$ cat src/rtl/arb_pkg.sv
// Shared types and default sizing for the round-robin decoder arbiter.
package arb_pkg;

  typedef enum logic [0:0] {
    ST_IDLE  = 1'b0,
    ST_GRANT = 1'b1
  } arb_state_e;

  localparam int N_DEF        = 16;
  localparam int IW_DEF       = 4;
  localparam int MAX_HOLD_DEF = 15;

endpackage

$ cat src/rtl/arb_dec_en.sv
// Enable-gated binary-to-one-hot decoder; o_dec[k] is set only when enabled and i_idx == k.
module arb_dec_en
  import arb_pkg::*;
#(
  parameter int N  = N_DEF,
  parameter int IW = IW_DEF
) (
  input  logic [IW-1:0] i_idx,
  input  logic          i_en,
  output logic [0:N-1]  o_dec
);

  // one comparator per output line, all gated by the enable
  always_comb begin
    o_dec = '0;
    for (int k = 0; k < N; k++) begin
      o_dec[k] = i_en && (i_idx == IW'(k));
    end
  end

endmodule

$ cat src/rtl/rr_dec_arbiter.sv
// Round-robin arbiter with hold-until-release grants, a hold timeout and a decoded one-hot grant.
module rr_dec_arbiter
  import arb_pkg::*;
#(
  parameter int N        = N_DEF,
  parameter int IW       = IW_DEF,
  parameter int MAX_HOLD = MAX_HOLD_DEF
) (
  input  logic          i_clk,
  input  logic          i_rst,
  input  logic          i_en,
  input  logic [N-1:0]  i_req,
  input  logic          i_done,
  output logic          o_gnt_valid,
  output logic [IW-1:0] o_gnt_idx,
  output logic [0:N-1]  o_gnt,
  output logic          o_timeout
);

  localparam int HW = (MAX_HOLD < 2) ? 1 : $clog2(MAX_HOLD + 1);

  arb_state_e  r_state;
  arb_state_e  w_state_nxt;
  logic [IW-1:0] r_ptr;
  logic [IW-1:0] w_ptr_nxt;
  logic [HW-1:0] r_hold_cnt;
  logic [HW-1:0] w_hold_nxt;
  logic          r_gnt_valid;
  logic          w_valid_nxt;
  logic [IW-1:0] r_gnt_idx;
  logic [IW-1:0] w_idx_nxt;
  logic          r_timeout;
  logic          w_timeout_nxt;

  logic [N-1:0]  w_rot;
  logic [IW-1:0] w_off;
  logic [IW-1:0] w_winner;
  logic          w_to_hit;
  logic          w_owner_req;

  // rotate so bit 0 of w_rot is requester r_ptr, then take the lowest set bit
  always_comb begin
    w_rot = '0;
    w_off = '0;
    for (int k = 0; k < N; k++) begin
      w_rot[k] = i_req[IW'(k) + r_ptr];
    end
    for (int k = N - 1; k >= 0; k--) begin
      w_off = w_rot[k] ? IW'(k) : w_off;
    end
  end

  assign w_winner    = r_ptr + w_off;
  assign w_owner_req = i_req[r_gnt_idx];
  assign w_to_hit    = (MAX_HOLD != 0) && (r_hold_cnt == HW'(MAX_HOLD - 1));

  // next-state and next-register values
  always_comb begin
    w_state_nxt   = r_state;
    w_ptr_nxt     = r_ptr;
    w_hold_nxt    = r_hold_cnt;
    w_valid_nxt   = r_gnt_valid;
    w_idx_nxt     = r_gnt_idx;
    w_timeout_nxt = 1'b0;
    case (r_state)
      ST_IDLE: begin
        if (i_en && (i_req != '0)) begin
          w_state_nxt = ST_GRANT;
          w_idx_nxt   = w_winner;
          w_valid_nxt = 1'b1;
          w_hold_nxt  = '0;
        end else begin
          w_valid_nxt = 1'b0;
        end
      end
      ST_GRANT: begin
        w_hold_nxt = (r_hold_cnt == HW'(MAX_HOLD)) ? r_hold_cnt : r_hold_cnt + HW'(1);
        if (i_done || !w_owner_req || w_to_hit) begin
          w_state_nxt   = ST_IDLE;
          w_valid_nxt   = 1'b0;
          w_ptr_nxt     = r_gnt_idx + IW'(1);
          // done and owner-drop take priority, so only a pure timeout pulses
          w_timeout_nxt = !i_done && w_owner_req && w_to_hit;
        end else begin
          w_valid_nxt = 1'b1;
        end
      end
      default: begin
        w_state_nxt = ST_IDLE;
        w_valid_nxt = 1'b0;
      end
    endcase
  end

  // state and datapath registers with synchronous reset
  always_ff @(posedge i_clk) begin
    if (i_rst) begin
      r_state     <= ST_IDLE;
      r_ptr       <= '0;
      r_hold_cnt  <= '0;
      r_gnt_valid <= 1'b0;
      r_gnt_idx   <= '0;
      r_timeout   <= 1'b0;
    end else begin
      r_state     <= w_state_nxt;
      r_ptr       <= w_ptr_nxt;
      r_hold_cnt  <= w_hold_nxt;
      r_gnt_valid <= w_valid_nxt;
      r_gnt_idx   <= w_idx_nxt;
      r_timeout   <= w_timeout_nxt;
    end
  end

  arb_dec_en #(
    .N  (N),
    .IW (IW)
  ) u_dec (
    .i_idx (r_gnt_idx),
    .i_en  (r_gnt_valid),
    .o_dec (o_gnt)
  );

  assign o_gnt_valid = r_gnt_valid;
  assign o_gnt_idx   = r_gnt_idx;
  assign o_timeout   = r_timeout;

endmodule

$ cat config.mk
export PLATFORM = sky130hd
export DESIGN_NAME = rr_dec_arbiter
export DESIGN_NICKNAME = d
export VERILOG_FILES = /design/src/rtl/arb_pkg.sv /design/src/rtl/arb_dec_en.sv /design/src/rtl/rr_dec_arbiter.sv
export SDC_FILE = /design/constraint.sdc
export NUM_CORES = 1
export LEC_CHECK = 0
export ABC_AREA = 1
export CORE_MARGIN = 3
export CORE_UTILIZATION = 35
export DETAILED_ROUTE_END_ITERATION = 10
export MAX_ROUTING_LAYER = met4
export PLACE_DENSITY_LB_ADDON = 0.3
export SLEW_MARGIN = 10
export SYNTH_ARGS = -nofsm -noshare
export SYNTH_HDL_FRONTEND = slang
export SYNTH_HIERARCHICAL = 1
export SYNTH_SLANG_ARGS = --single-unit
$ cat constraint.sdc
create_clock -name i_clk -period 3.7 [get_ports i_clk]
set_input_delay 0.74 -clock i_clk [delete_from_list [all_inputs] [get_ports i_clk]]
set_output_delay 0.74 -clock i_clk [all_outputs]
set_load 0.03 [all_outputs]
==> results.txt, run 1 <==
- The run finished with clean final reports.
* Count of boundary I/O pins: 42
- DR top layer: met4
* Routed wire length: approximately 7000 um
- Cell accounting for the most synthesized area: sky130_fd_sc_hd__nand3_1
* Unrepaired setup endpoints after global routing: no
- For this run, the total global-route usage over all layers was measured as 0.196.
* First-pass DRT Iterations: 5
- Of the available clock period, the critical path in the final layout requires 0.922.
- Yosys mapped a number of flops with a built-in enable equal to 0.
- In this run the vertical extent of the chip is 84.2 um.
* Master cell of the clock root buffer: sky130_fd_sc_hd__clkbuf_8
* Area share of the leading cell type in the synthesized netlist: 0.194
- The worst setup path is launched from an input port.
- Compared with the post-synthesis result, the final layout area differs by 26.7%.
- The tightest min-delay check is of the reg -> reg type.
- For this design, the sink count on the clock tree is 14.
- The routed layout has approximately 2600 vias.
* Number of unique standard cell types used by synthesis: 35
- In this run the deepest clock path goes through 2 buffers.
* Std-Cell Rows: 27
* Met2 Wirelength: between 3000 and 4000 um
- Along the worst path, the maximum fanout reaches 4.
* TNS Setup: 0 ps
* Wire length on met1: approximately 3200 um
- Die Area: a little over 7000 sq um
- The number of clock buffers added by TritonCTS is 3.
* Cell count after synthesis: between 300 and 400
* Sequential cell area fraction in the yosys report: 0.131
- Yosys attributes the largest share of cell area to sky130_fd_sc_hd__nand3_1, sky130_fd_sc_hd__nand2_1, sky130_fd_sc_hd__dfxtp_1, sky130_fd_sc_hd__ha_1, sky130_fd_sc_hd__inv_1.
- Worst clock skew on the final layout: approximately 2.3 ps
- Most frequently used cell type in the post-synthesis netlist: sky130_fd_sc_hd__nand2_1
* Worst-skew pair later-pin latency: approximately 240 ps
- Slew Limit Fails: 0
- Most common library cells after synthesis: sky130_fd_sc_hd__nand2_1, sky130_fd_sc_hd__nand3_1, sky130_fd_sc_hd__inv_1, sky130_fd_sc_hd__nor2_1
- Number of design-rule violations left by the first detailed-router iteration: 202
* Number of maximum-capacitance violations: 0
- Chip width: around 84 um
- CP Data Required Time: roughly 3900 ps
- WL met3: 364 um
* Top achievable clock speed: 293 MHz
- Leakage component of the power: roughly 1.2 nW
- Detail-routed via count per cell: 5.37
- The routed design could run at a clock period as short as between 3000 and 4000 ps.
- Dividing total power by cell area gives a power density of ~420 nW/um^2.
* Worst Setup End Kind: flip-flop
- Placed wire-length estimate: between 5000 and 6000 um
* Data arrival time of the critical path: approximately 3600 ps
- The final hold violation count is 0.
* Antenna violation net count after detailed routing: 0
* Most used flip-flop cell after synthesis: sky130_fd_sc_hd__dfxtp_1
- Port buffer count: 41
* Routed WL per cell: ~14 um
- Summed over all layers, the global routing overflow is 0.
- The Yosys step of the flow raised 6 warnings.
- 0 antenna diodes ended up in the layout.
- Largest net degree at the start of global routing: 24
- CTS H-Tree Depth: 1
* DRC violation count after routing: 0
- For this run, the post-layout net count is around 450.
* Share of cells above drive strength 1: 0.0716
* Gp weighted congestion: a little over 0.9
- Quantity of hold-fixing buffers added after cts: 0
- In this run the cell area of the synthesized design comes to 2140 sq um.
- Starting Density: 0.375
- Category of the most critical setup path: in -> reg
* Worst reg-to-reg setup slack: roughly 340 ps
* Proportion of synthesized flip-flops having asynchronous set or reset: 0
* Antenna violations before repair: 0
- The via count of the first global-routing pass is ~2400.
- Setup violations remaining at the end of the flow were counted as 0.
- Clock-pin transition on the worst setup and hold timing paths: roughly 60 ps
- Global-route wire length before repair: around 11000 um
* Mean instance size in the synthesized netlist: 5.74 sq um
* Core ar.: roughly 5700 sq um
- The worst pin sits at a relative slew slack of 0.608.
* Worst Max-Slew Pin Slew: between 500 and 600 ps
* Synthesized Nets: 407
- #FFs+latches synth: 14
- TritonCTS clock tree: done
- Sum of internal, switching and leakage power: between 1 and 1.5 mW
- Largest voltage drop on the vdd net: 0.237 mV
-- stage by stage --
stage | utilization | setup slack (ps) | hold slack [ps] | area (sq um) | cells
after floorplan | - | 337 | 466 | 2140 | 373
after global placement | 0.465 | 67.4 | 490 | 2660 | 487
after detailed placement | 0.465 | 48.3 | 501 | 2660 | 487
after CTS | 0.475 | 236 | 509 | 2710 | 491
after global routing | 0.475 | 5.86 | 533 | 2710 | 491
final | 0.475 | 290 | 504 | 2710 | 491
-- layout make-up --
| cell class | count | area [sq um] |
|---|---|---|
| repair buffers | 50 | 478 |
| flip-flops and latches | 14 | 280 |
| clock buffers | 4 | 55.1 |
| inverters | 38 | 143 |
| well taps | 72 | 90.1 |
| multi-input cells | 313 | 1670 |
| fillers | 622 | 3000 |
-- cell families after synthesis --
logic type | share of synthesized area
xor gates and xnor gates | 0.0678
adders and majority gates | 0.0853
DFF | 0.131
and+or+nand+nor | 0.469
buffers and inverters | 0.0917
AOI/OAI and AO/OA | 0.155
-- power by group --
group | internal, mW | total [mW] | switching, mW
clock | 0.0941 | 0.146 | 0.0524
combinational | 0.290 | 0.789 | 0.499
sequential | 0.166 | 0.199 | 0.0336
-- worst paths after layout --
path                                                 start                          to  cells past startpoint
worst max-delay path                             i_req[14]   o_gnt_idx[2]$_SDFFE_PP0P_                     24
worst min-delay path            r_hold_cnt[1]$_SDFFE_PP0P_  r_hold_cnt[1]$_SDFFE_PP0P_                      2
worst max register to register       r_ptr[1]$_SDFFE_PP0P_   o_gnt_idx[2]$_SDFFE_PP0P_                     25
worst min register to register  r_hold_cnt[1]$_SDFFE_PP0P_  r_hold_cnt[1]$_SDFFE_PP0P_                      2
-- per-layer routing --
metal  GRT usage  vias to the layer above
li1            -                     1359
met1       0.268                     1170
met2       0.298                       84
met3      0.0216                       22
met5           -                        -
met4      0.0658                        0
-- state kept, by name (all words and copies together) (netlist names) --
signal / flops
o_timeout: 1
r_ptr: 4
o_gnt_idx: 4
r_hold_cnt: 4
o_gnt_valid: 1
-- critical path, stage by stage --
cell	delay, ps
sky130_fd_sc_hd__clkdlybuf4s50_1	510
sky130_fd_sc_hd__nand2_1	130
sky130_fd_sc_hd__nand3_1	120
sky130_fd_sc_hd__nand3_1	130
sky130_fd_sc_hd__nand3_1	80
sky130_fd_sc_hd__o21ai_1	150
sky130_fd_sc_hd__nand2_1	80
sky130_fd_sc_hd__nand2_1	50
sky130_fd_sc_hd__nand2_1	50
sky130_fd_sc_hd__nand2_1	60
sky130_fd_sc_hd__nand2_1	50
sky130_fd_sc_hd__nand2_1	50
sky130_fd_sc_hd__nand2_1	40
sky130_fd_sc_hd__nand2_1	60
sky130_fd_sc_hd__nand2_1	40
sky130_fd_sc_hd__nand2_1	50
sky130_fd_sc_hd__nand2_1	40
sky130_fd_sc_hd__nand2_1	60
sky130_fd_sc_hd__a21oi_1	60
sky130_fd_sc_hd__ha_1	210
sky130_fd_sc_hd__fa_1	380
sky130_fd_sc_hd__xor2_1	240
sky130_fd_sc_hd__nand3_1	100
sky130_fd_sc_hd__o21ai_0	80
-- repair_timing --
action	in CTS	in global routing
setup buffers	0	0
setup endpoints to repair	0	3
gates resized for setup	0	2
-- cells in the final DEF, fill, tap and decap left out, types with 8 or more instances in the layout --
master	n
sky130_fd_sc_hd__inv_1	31
sky130_fd_sc_hd__clkdlybuf4s50_1	41
sky130_fd_sc_hd__buf_4	9
sky130_fd_sc_hd__xor2_1	8
sky130_fd_sc_hd__dfxtp_1	14
sky130_fd_sc_hd__nor2_1	32
sky130_fd_sc_hd__a21oi_1	19
sky130_fd_sc_hd__nand2_1	97
sky130_fd_sc_hd__ha_1	12
sky130_fd_sc_hd__nand3_1	83
sky130_fd_sc_hd__o21ai_0	19
Power figures use the tool's default switching activity.
==> run 2: changes to the inputs <==
- CORE_MARGIN: 3 -> 10
==> results.txt, run 2 (same netlist as run 1, synthesis figures left out) <==
- STA classifies the critical path startpoint as an input port.
- Post-synthesis to final-layout area growth: 26.8%
* Worst Max-Slew Pin Slew: ~620 ps
* Post-route worst hold slack: roughly 500 ps
* Std-Cell Rows: 28
* Die Area: slightly below 10000 sq um
- IR analysis of the VDD net gives a maximum drop of ~0.23 mV.
- Number of buffers inserted during clock tree synthesis: 3
- Count of boundary I/O pins: 42
- Chip width: a little under 100 um
- Sum of overflow across all layers after global routing: 0
- Hold Path Class: reg -> reg
- In the final layout, the multi-input gates occupy between 1500 and 2000 sq um.
* Global-route wire length before repair: ~12000 um
* Core ar.: 5920 sq um
* Register Area: around 280 sq um
* Total track usage: 0.148
- 0 antenna diodes ended up in the layout.
* Detail-routed via count per cell: approximately 5.4
- Filler cell count: 604
* CP Data Required Time: between 3000 and 4000 ps
- Of the available clock period, the critical path in the final layout requires 0.914.
- Routed wire length: ~7200 um
* Port buffer count: just over 40
* Category of the most critical setup path: in -> reg
- Worst clock skew on the final layout: about 0.50 ps
- After detailed placement, the total cell area comes to around 2600 sq um.
- Placed wire-length estimate: between 5000 and 6000 um
- Min Clock Period, post-route: between 3000 and 4000 ps
* Antenna violation net count after detailed routing: 0
- Most common cell after layout, fill and taps aside: sky130_fd_sc_hd__nand2_1
- The die is approximately 100 um tall.
- The number of max-slew violations in the final report is 0.
- Data arrival time of the critical path: 3530 ps
- Top achievable clock speed: ~300 MHz
- DRC violation count after routing: 0
* Master cell of the clock root buffer: sky130_fd_sc_hd__clkbuf_8
- With fillers left out, the area of the finished cells amounts to ~2700 sq um.
- Summing internal, switching and leakage power gives 1.14 mW.
* Via count: about 2600
- Gp weighted congestion: 0.979
- Commonest cells after routing, fill and taps aside: sky130_fd_sc_hd__nand2_1, sky130_fd_sc_hd__nand3_1, sky130_fd_sc_hd__clkdlybuf4s50_1
- For the worst-skew pair, the clock arrives at the later sink with an insertion delay of between 200 and 250 ps.
* Placed cell count: approximately 490
- The initial utilization of the core area, before any placement, comes to 0.362.
- Number of maximum-capacitance violations: 0
- The final hold violation count was 0.
- First-pass DRT Iterations: 5
- The first routing iteration left ~150 violations.
* Number of global-route vias before repair: ~2500
* Share of cells above drive strength 1: 0.0719
* Leakage component of the power: between 1 and 1.5 nW
* Routed WL per cell: ~15 um
* Largest net degree at the start of global routing: 19
- The number of antenna violations at the first check in global routing is 0.
- CTS H-Tree Depth: 1
- In this run the tightest slew margin relative to its limit is 0.584.
- TritonCTS built the clock tree.
* Clock-pin transition on the worst setup and hold timing paths: around 60 ps
- Power density over cell area: ~420 nW/um^2
- The run finished with clean final reports.
- For this design, the sink count on the clock tree is 14.
- The clock passes through at most 2 buffers.
- Worst Setup End Kind: flip-flop
* Net count of the finished layout: roughly 450
* CP max FO: 4
* Final setup violation count: 0
* Final Non-Filler Cells: 492
* Total setup buffers inserted after CTS: 0
## run 2: cell count changes in the layout (fill, tap and decap cells not counted), sizes merged
cell / previous run / this run
buf: 9 / 7
clkdlybuf4s50: 41 / 40
dlymetal6s2s: 0 / 1
## run 2: worst paths after layout
kind                           endpoint  slack [ps]                       start  depth (start not counted)
max           o_gnt_idx[3]$_SDFFE_PP0P_         320                    i_req[9]                         19
min          r_hold_cnt[1]$_SDFFE_PP0P_         500  r_hold_cnt[1]$_SDFFE_PP0P_                          2
max reg2reg   o_gnt_idx[3]$_SDFFE_PP0P_         340       r_ptr[1]$_SDFFE_PP0P_                         20
min reg2reg  r_hold_cnt[1]$_SDFFE_PP0P_         500  r_hold_cnt[1]$_SDFFE_PP0P_                          2
## run 2: layout make-up
type,count,area share
clock buffers,4,0.0203
repair buffers,48,0.171
inverters,38,0.0525
flip-flops and latches,14,0.103
well taps,75,0.0346
multi-input cells,313,0.618
## run 2: per-layer routing
layer	up-vias	track usage	share of wire
li1	1347	-	-
met1	1175	0.174	0.44
met2	99	0.249	0.48
met3	17	0.0183	0.062
met4	0	0.0606	0.025
met5	-	-	0
## run 2: critical path, stage by stage
cell and delay (ps):
sky130_fd_sc_hd__clkdlybuf4s50_1 490, sky130_fd_sc_hd__nand2_1 130, sky130_fd_sc_hd__nand3_1 140, sky130_fd_sc_hd__nand3_1 140, sky130_fd_sc_hd__nand3_1 80, sky130_fd_sc_hd__o21ai_1 140
sky130_fd_sc_hd__buf_4 160, sky130_fd_sc_hd__a31oi_1 70, sky130_fd_sc_hd__o21ai_0 170, sky130_fd_sc_hd__nand2_1 70, sky130_fd_sc_hd__a21oi_1 260, sky130_fd_sc_hd__ha_1 290
sky130_fd_sc_hd__nand3_1 80, sky130_fd_sc_hd__nand2_1 60, sky130_fd_sc_hd__xor2_1 150, sky130_fd_sc_hd__xnor2_1 200, sky130_fd_sc_hd__nand2_1 70, sky130_fd_sc_hd__nand2_1 60
sky130_fd_sc_hd__inv_1 30
## run 2: report_power, final
part | switching, mW | internal (mW) | total, mW
clock network | 0.0530 | 0.0942 | 0.147
logic | 0.507 | 0.284 | 0.791
registers | 0.0373 | 0.166 | 0.203
total | 0.597 | 0.543 | 1.14
## run 2: per-stage QoR
step	util	setup slack (ps)	TNS (ps)
floorplan	-	337	0
global placement	0.447	52.4	0
global route	0.459	-18.0	-18.0
CTS	0.456	267	0
finish	0.459	318	0
detailed placement	0.447	13.5	0
## run 2: what timing repair did
item                                    in CTS  in global routing
hold endpoints to repair                     0                  0
gates resized for setup                      0                  6
endpoints found under the setup margin       0                  2
hold buffers                                 0                  0
